**config.mk**
```make
export PLATFORM = sky130hd
export DESIGN_NAME = amber48_uart_tx_fifo
export DESIGN_NICKNAME = d
export VERILOG_FILES = /design/src/rtl/amber48_uart_pkg.sv /design/src/rtl/amber48_uart_tx_fifo.sv
export SDC_FILE = /design/constraint.sdc
export NUM_CORES = 1
export LEC_CHECK = 0
export ABC_CLOCK_PERIOD_IN_PS = 3300
export CAP_MARGIN = 20
export CORE_UTILIZATION = 59
export CTS_CLUSTER_DIAMETER = 80
export DETAILED_ROUTE_END_ITERATION = 10
export PLACE_DENSITY = 0.81
export SLEW_MARGIN = 10
export SYNTH_ARGS = -nofsm -noshare
export SYNTH_HDL_FRONTEND = slang
export SYNTH_SLANG_ARGS = --single-unit
```
**constraint.sdc**
```tcl
create_clock -name clk_i -period 3.3 [get_ports clk_i]
set_input_delay 0.66 -clock clk_i [delete_from_list [all_inputs] [get_ports clk_i]]
set_output_delay 0.66 -clock clk_i [all_outputs]
set_load 0.03 [all_outputs]
```
**src/rtl/amber48_uart_pkg.sv**
```systemverilog
// Shared types and defaults for the amber48 UART blocks.
package amber48_uart_pkg;

  typedef logic [7:0] uart_byte_t;

  localparam int UART_TX_FIFO_DEPTH_DEFAULT     = 16;
  localparam int UART_TX_FIFO_LOW_WATER_DEFAULT = 4;

endpackage

```
**src/rtl/amber48_uart_tx_fifo.sv**
```systemverilog
// Byte FIFO feeding the UART transmitter with first-word fall-through.
// Define AMBER48_UART_TX_FIFO_STATS_EN to add the tx_count_o / drop_count_o counters.
module amber48_uart_tx_fifo
  import amber48_uart_pkg::*;
#(
  parameter int DEPTH     = UART_TX_FIFO_DEPTH_DEFAULT,
  parameter int LOW_WATER = UART_TX_FIFO_LOW_WATER_DEFAULT
) (
  input  logic                     clk_i,
  input  logic                     rst_ni,
  input  logic [7:0]               wr_data_i,
  input  logic                     wr_valid_i,
  output logic                     wr_ready_o,
  output logic [7:0]               tx_data_o,
  output logic                     tx_valid_o,
  input  logic                     tx_ready_i,
  input  logic                     flush_i,
  input  logic                     clr_overflow_i,
  output logic [$clog2(DEPTH):0]   level_o,
  output logic                     empty_o,
  output logic                     full_o,
  output logic                     low_water_o,
`ifdef AMBER48_UART_TX_FIFO_STATS_EN
  output logic [31:0]              tx_count_o,
  output logic [15:0]              drop_count_o,
`endif
  output logic                     overflow_o
);

  localparam int AW = $clog2(DEPTH);
  localparam int LW = AW + 1;

  if ((DEPTH < 2) || ((DEPTH & (DEPTH - 1)) != 0) || (LOW_WATER > DEPTH)) begin : g_bad_params
    $fatal(1, "amber48_uart_tx_fifo: DEPTH must be a power of two >= 2 and LOW_WATER <= DEPTH");
  end

  uart_byte_t        r_mem [DEPTH];
  logic [AW-1:0]     r_wr_ptr;
  logic [AW-1:0]     r_rd_ptr;
  logic [LW-1:0]     r_level;
  logic              r_overflow;

  logic              w_full;
  logic              w_empty;
  logic              w_wr;
  logic              w_rd;
  logic              w_drop;

  // Valid/ready: a transfer happens on a rising edge where both valid and
  // ready are high; ready/valid here depend only on registered level, so a
  // full FIFO refuses a write even when the same edge also pops a byte.
  assign w_full  = (r_level == LW'(DEPTH));
  assign w_empty = (r_level == '0);
  assign w_wr    = wr_valid_i && !w_full;
  assign w_rd    = tx_ready_i && !w_empty;
  assign w_drop  = wr_valid_i && w_full;

  always_ff @(posedge clk_i or negedge rst_ni) begin
    if (!rst_ni) begin
      r_wr_ptr <= '0;
      r_rd_ptr <= '0;
      r_level  <= '0;
    end else if (flush_i) begin
      r_wr_ptr <= '0;
      r_rd_ptr <= '0;
      r_level  <= '0;
    end else begin
      if (w_wr) r_wr_ptr <= r_wr_ptr + AW'(1);
      if (w_rd) r_rd_ptr <= r_rd_ptr + AW'(1);
      case ({w_wr, w_rd})
        2'b10:   r_level <= r_level + LW'(1);
        2'b01:   r_level <= r_level - LW'(1);
        default: r_level <= r_level;
      endcase
    end
  end

  always_ff @(posedge clk_i) begin
    if (w_wr && !flush_i) r_mem[r_wr_ptr] <= wr_data_i;
  end

  // Set beats clear when both happen on the same edge; flush leaves it alone.
  always_ff @(posedge clk_i or negedge rst_ni) begin
    if (!rst_ni)             r_overflow <= 1'b0;
    else if (w_drop)         r_overflow <= 1'b1;
    else if (clr_overflow_i) r_overflow <= 1'b0;
  end

`ifdef AMBER48_UART_TX_FIFO_STATS_EN
  logic [31:0] r_tx_count;
  logic [15:0] r_drop_count;

  always_ff @(posedge clk_i or negedge rst_ni) begin
    if (!rst_ni) begin
      r_tx_count   <= '0;
      r_drop_count <= '0;
    end else begin
      if (w_rd && !flush_i) r_tx_count <= r_tx_count + 32'd1;
      if (w_drop && (r_drop_count != 16'hFFFF)) r_drop_count <= r_drop_count + 16'd1;
    end
  end

  assign tx_count_o   = r_tx_count;
  assign drop_count_o = r_drop_count;
`endif

  // The array is not reset, so the head byte is masked to zero while empty.
  assign tx_data_o   = w_empty ? 8'h00 : r_mem[r_rd_ptr];
  assign tx_valid_o  = !w_empty;
  assign wr_ready_o  = !w_full;
  assign level_o     = r_level;
  assign empty_o     = w_empty;
  assign full_o      = w_full;
  assign low_water_o = (r_level <= LW'(LOW_WATER));
  assign overflow_o  = r_overflow;

endmodule

```
==> metrics.md, run 1 <==
| Metric | Value |
|---|---|
| H-tree level count | 4 |
| DRT iter0 DRCs | approximately 220 |
| WHS Path Cells | 2 |
| Hold Crit Start | overflow_o |
| Wire per inst | between 20 and 25 um |
| First drt pass iteration count | 4 |
| Power share of the clock group | 0.338 |
| RSZ-0062 raised after global routing | false |
| Die area | roughly 10000 sq um |
| CTS Hold Bufs | 0 |
| CP Capture Type | output pin |
| Worst-Skew Late Latency | between 0.5 and 0.6 ns |
| Seq pwr share | 0.361 |
| Post-Syn Area | 5902 sq um |
| Startpoint types | register |
| Slew Limit Headroom | 0.5128 |
| Yosys top cell area share | 0.6513 |
| Hold Path Sink | overflow_o |
| Syn. warnings | 0 |
| Fin util | 0.7384 |
| FF+latch count, synth | between 100 and 150 |
| Ports | 33 |
| WL final | 12350 um |
| Setup crit start | r_rd_ptr[0] |
| Core Rows | 36 |
| Worst Tran Pin Value | 0.7285 ns |
| EDFF count, synth | around 130 |
| LEAKAGE | approximately 0.0024 uW |
| Global-route wire length before repair | 18620 um |
| Outcome | complete, no violations |
| Hold WC Path Type | reg -> reg |
| Clock sink count | approximately 140 |
| Gate power share | 0.300 |
| Top post-synthesis cells by area | edfxtp_1 (65%), mux4_2 (12%), dfrtp_1 (5.9%) |
| Routability congestion estimate from global placement | around 0.81 |
| Number of distinct library cells after synthesis | between 40 and 50 |
| Number of global-route vias before repair | between 3000 and 4000 |
| Reg-to-reg setup timing slack | 0.63 ns |
| Critical path arrival | around 2.5 ns |
| Hold slack | 0.5337 ns |
| Hold Fails Final Rpt | 0 |
| Area delta synth->final | 21.73% |
| Min cycle time layout | 3.164 ns |
| Fmax | 0.3161 GHz |
| Total of max-cap violations | 0 |
| Critical Path RT | approximately 2.6 ns |
| CTS Buf Count | 17 |
| Synth Instances | around 330 |
| DRC | 0 |
| Antenna diodes | 0 |
| Endpoints failing setup | 0 |
| Dpl hpwl | just over 7000 um |
| Grt ovf | 0 |
| Die Wd | 102.0 um |
| Max-slew violations | 0 |
| Maximum clock path buffer count | 2 |
| CTS tree | done |
| Die extent in y | 102.0 um |
| Core Box Area | about 10000 sq um |
| Syn_nets | 350 |
| CTS root buf | clkbuf_8 |
| ANT nets after route | 0 |
| Via Count | between 3000 and 4000 |
| All-layer global routing usage | 0.2634 |
| Initial antenna violation count | 0 |
| Setup ws final | between 0.1 and 0.15 ns |
| Final period util | 0.9587 |
| Worst slack, placed | 0.4596 ns |
| R2r worst-path depth | 9 |
| Vias per cell | 6.190 |
| P per Cell Area | 828.0 nW/um^2 |
| # port buffers | 32 |
| Sequential area share after synthesis | 0.7106 |
| Initial core utilization | 0.6066 |
| Post-synth top area cell | edfxtp_1 |
| Clock Skew | roughly 0.011 ns |
| R2r endpoint | level_o[4] |
| Top_reg_cell synth | edfxtp_1 |
| Peak VDD IR | ~0.90 mV |
| Power, Total | roughly 5900 uW |
| Worst r2r src | level_o[1] |
| Largest net degree at the start of global routing | 33 |
| Clock transition at path regs | roughly 0.060 ns |
| Nets | 408 |
| CP max FO | 18 |
| Syn_area_per_cell | between 15 and 20 sq um |
| Sw Ratio | 0.3029 |
| Async SR Flop Fraction | 0.09859 |
| P_sw | 1802 uW |
| Setup TNS Final | 0 ns |
| Setup CP Type | reg -> out |
| Pint | 4147 uW |
| Layout cells sized above 1 | 0.2431 |
## layout make-up
type / instances / area [sq um]
Inverter: 8 / 30.03
Tap cell: 133 / 166.4
Multi-Input combinational cell: 161 / 1600
Clock inverter: 14 / 215.2
Timing Repair Buffer: 57 / 563.0
Sequential cell: 142 / 4195
Fill cell: 580 / 2545
Clock buffer: 17 / 414.1
## synth_stat cells, types with 2 or more instances
| cell | number |
|---|---|
| edfxtp_1 | 128 |
| mux4_2 | 32 |
| nor2_1 | 31 |
| mux2i_1 | 18 |
| dfrtp_1 | 14 |
| clkbuf_1 | 10 |
| nand2_1 | 10 |
| o22ai_1 | 9 |
| inv_1 | 8 |
| a21oi_1 | 7 |
| ha_1 | 7 |
| buf_2 | 6 |
| nand2b_1 | 4 |
| or3_1 | 4 |
| xor2_1 | 4 |
| nand3_1 | 3 |
| nor2b_1 | 3 |
| o21ai_0 | 3 |
| and2_1 | 2 |
| mux2_2 | 2 |
| o211ai_1 | 2 |
| xnor2_1 | 2 |
## per-layer routing
layer,global-route usage,vias to the layer above,routed length (um)
met5,0,-,0
met4,0.1066,0,285
met3,0.06498,22,879
met2,0.4357,175,6388
met1,0.3380,1665,4798
li1,-,1431,-
## per-stage QoR
step                cells  cell area [sq um]
floorplan             329               5902
global placement      501               6555
detailed placement    501               6555
CTS                   532               7182
global route          532               7184
finish                532               7184
## power groups by stage
stage / clock (uW) / combinational (uW) / sequential (uW)
after floorplan: 0 / 1160 / 2180
after global placement: 0 / 1780 / 2170
after detailed placement: 0 / 1800 / 2180
after CTS: 2050 / 1810 / 2150
after global routing: 2100 / 1920 / 2160
final: 2010 / 1790 / 2150
## worst max path at each step
| stage | to | slack, ns | depth (start not counted) |
|---|---|---|---|
| floorplan | level_o[4] | 0.55 | 9 |
| global placement | level_o[4] | 0.54 | 9 |
| detailed placement | level_o[4] | 0.46 | 9 |
| CTS | tx_data_o[1] | 0.01 | 5 |
| global route | tx_data_o[2] | 0.07 | 5 |
| finish | tx_data_o[2] | 0.14 | 5 |
## critical path, stage by stage, from the launching register on
cell and delay, ns:
dfrtp_2 0.41, buf_12 0.21, mux4_2 0.52, mux2i_1 0.30, o22ai_1 0.15, dlygate4sd2_1 0.37
## sequential cells by signal (all words and copies together), names as in the netlist
register,flops
r_mem,128
r_rd_ptr,4
overflow_o,1
r_wr_ptr,4
level_o,5
## cell families (layout without fill, tap and decap cells)
kind of cell / Yosys count / count (layout) / share of synthesized area
and+or+nand+nor: 65 / 65 / 0.05470
adders and majority gates: 7 / 7 / 0.01484
buffers and inverters: 26 / 96 / 0.01908
xor gates and xnor gates: 6 / 6 / 0.008904
muxes: 53 / 53 / 0.1584
DFF: 142 / 142 / 0.7106
AOI/OAI and AO/OA: 30 / 30 / 0.03349
## what timing repair did
action                     4_1_cts  5_1_grt
setup endpoints to repair        7        1
hold endpoints to repair         0        0
setup buffers                    0        0
gates cloned                     0        0
resized for setup                8        1
## layout by cell type, fill, tap and decap left out, types with 3 or more instances in the layout
cell type        netlist  final
a21oi_1                7      7
buf_12                 0      5
buf_4                  0     21
bufinv_16              0      5
clkbuf_16              0     16
clkdlybuf4s50_1        0     24
clkinv_4               0      3
dfrtp_1               14     13
dlygate4sd2_1          0      6
edfxtp_1             128    128
ha_1                   7      7
inv_1                  8      8
mux2i_1               18     18
mux4_2                32     32
nand2_1               10      9
nand2b_1               4      3
nand3_1                3      3
nor2_1                31     31
nor2b_1                3      3
o21ai_0                3      3
o22ai_1                9      9
or3_1                  4      4
xor2_1                 4      4
(Power assumes the default switching activity.)
==> run 2, diff against run 1 <==
HOLD_SLACK_MARGIN = 0.15   (was not set)
==> results of run 2 <==
Same layout as run 1: the final DEF is identical, and so are final timing and power.
==> run 3, diff against run 2 <==
ABC_CLOCK_PERIOD_IN_PS = 4050   (was 3300)
CORE_ASPECT_RATIO = 1.4   (was not set)
CORE_UTILIZATION = 60   (was 59)
PLACE_DENSITY = 0.82   (was 0.81)
clock period = 4.05 ns   (was 3.3 ns; I/O delays follow)
==> run 3 against run 2 <==
Compared with the run above:
- sequential power down 18%
- clock power down 10%
- global-route usage grew 1.2 points
- utilization grew 1.4 points
- power decreased by 16%
- first-iteration DRC count is 10% higher
- sequential share of layout area increased by 0.25 points
- register-to-register slack better by 0.54 ns
- flip-flop and latch count did not move
- setup slack improved by 0.29 ns
==> metrics.md, run 3 (same netlist as run 1, synthesis figures left out) <==
| Metric | Value |
|---|---|
| Setup ws final | ~0.42 ns |
| Setup crit start | r_rd_ptr[1] |
| Number of global-route vias before repair | about 3300 |
| Via Count | 3267 |
| Setup TNS Final | 0 ns |
| P per Cell Area | 695.3 nW/um^2 |
| Hold WC Path Type | reg -> reg |
| Global-route wire length before repair | between 15000 and 20000 um |
| H-tree level count | 4 |
| Hold Crit Start | overflow_o |
| Endpoints failing setup | 0 |
| Fill cells | 531 |
| Slew Limit Headroom | 0.3592 |
| Wire per inst | between 20 and 25 um |
| Setup Buffers After CTS | 0 |
| Area delta synth->final | 21.22% |
| CP max FO | 18 |
| Power, Total | 4974 uW |
| CTS root buf | clkbuf_16 |
| ANT nets after route | 0 |
| Fmax | roughly 0.28 GHz |
| Nets | 402 |
| Initial core utilization | 0.6205 |
| RSZ-0062 raised after global routing | false |
| Clock Skew | roughly 0.0052 ns |
| Layout Cells excl Fill | 526 |
| Ports | 33 |
| CTS Buf Count | 17 |
| Routability congestion estimate from global placement | 0.8163 |
| Placed cells | slightly below 500 |
| Hold Fails Final Rpt | 0 |
| Antenna diodes | 0 |
| CP Capture Type | output pin |
| LEAKAGE | about 0.0024 uW |
| Layout cells sized above 1 | 0.2234 |
| Worst slack, placed | 0.6604 ns |
| Worst r2r src | level_o[1] |
| Critical Path RT | approximately 3.2 ns |
| Min cycle time layout | approximately 3.6 ns |
| Vias per cell | about 6.2 |
| CTS Hold Bufs | 0 |
| All-layer global routing usage | 0.2751 |
| First drt pass iteration count | 5 |
| Most frequent cells in the layout | edfxtp_1 (128), mux4_2 (32), clkdlybuf4s50_1 (32) |
| CTS tree | done |
| Cts repair resizes | 0 |
| DRC | 0 |
| # port buffers | 32 |
| Startpoint types | register |
| Die extent in y | 119.4 um |
| Max-slew violations | 0 |
| Grt ovf | 0 |
| Critical path arrival | about 2.8 ns |
| Total of max-cap violations | 0 |
| Maximum clock path buffer count | 2 |
| WL final | around 13000 um |
| Worst-Skew Late Latency | 0.41 ns |
| Core Box Area | approximately 9500 sq um |
| DRT iter0 DRCs | about 240 |
| Worst Tran Pin Value | 0.9612 ns |
| Max reg flops | 128 |
| Dpl hpwl | ~7700 um |
| Die Wd | around 86 um |
| Setup CP Type | reg -> out |
| Die area | about 10000 sq um |
| Final period util | 0.8959 |
| Fin util | 0.7522 |
| Most common cell after layout, fill and taps aside | edfxtp_1 |
| Clock sink count | about 140 |
| Outcome | complete, no violations |
| Most flops, register | r_mem |
| Peak VDD IR | between 0.5 and 0.6 mV |
| Largest net degree at the start of global routing | 21 |
| Initial antenna violation count | 0 |
| Clock transition at path regs | around 0.060 ns |
| Core Rows | between 40 and 50 |
-- run 3: path summary, 6_finish.rpt --
kind,endpoint,slack (ns),cells past startpoint
worst max-delay path,tx_data_o[3],0.42,5
min in group asynchronous,level_o[1],0.84,1
worst max register to register,level_o[4],1.17,8
max in group asynchronous,r_rd_ptr[0],2.70,1
worst min-delay path,overflow_o,0.53,2
worst min register to register,overflow_o,0.53,2
-- run 3: area by class of cell --
| class | count | area [sq um] | area share |
|---|---|---|---|
| repair buffers | 51 | 475.5 | 0.06646 |
| clock inverters | 14 | 264.0 | 0.03690 |
| multi-input cells | 161 | 1595 | 0.2230 |
| well taps | 132 | 165.2 | 0.02308 |
| flip-flops and latches | 142 | 4195 | 0.5864 |
| inverters | 8 | 30.03 | 0.004197 |
| clock buffers | 18 | 429.2 | 0.05999 |
-- run 3: per-stage QoR --
step                      hold slack, ns  instance area, sq um
after CTS                         0.5349                  7154
after global routing              0.5617                  7154
final                             0.5302                  7154
after global placement            0.5205                  6461
after detailed placement          0.5320                  6461
after floorplan                   0.5144                  5902
-- run 3: metal layers --
layer,up-vias,GRT usage,share of wire
li1,1405,-,-
met1,1656,0.3266,0.37
met2,164,0.4540,0.53
met3,42,0.06930,0.062
met4,0,0.1594,0.044
met5,-,0,0
-- run 3: worst max-delay path, stage by stage, from the launching register on --
cell	delay (ns)
dfrtp_1	0.79
buf_12	0.25
mux4_2	0.33
mux2i_1	0.28
o22ai_1	0.14
clkdlybuf4s50_1	0.61
-- run 3: power breakdown --
part | total, uW | leakage, uW | switching (uW) | internal, uW
combinational | 1410 | 0.000709 | 774 | 639
sequential | 1760 | 0.00134 | 98.8 | 1660
clock | 1800 | 0.000328 | 586 | 1220
total | 4970 | 0.00238 | 1460 | 3520
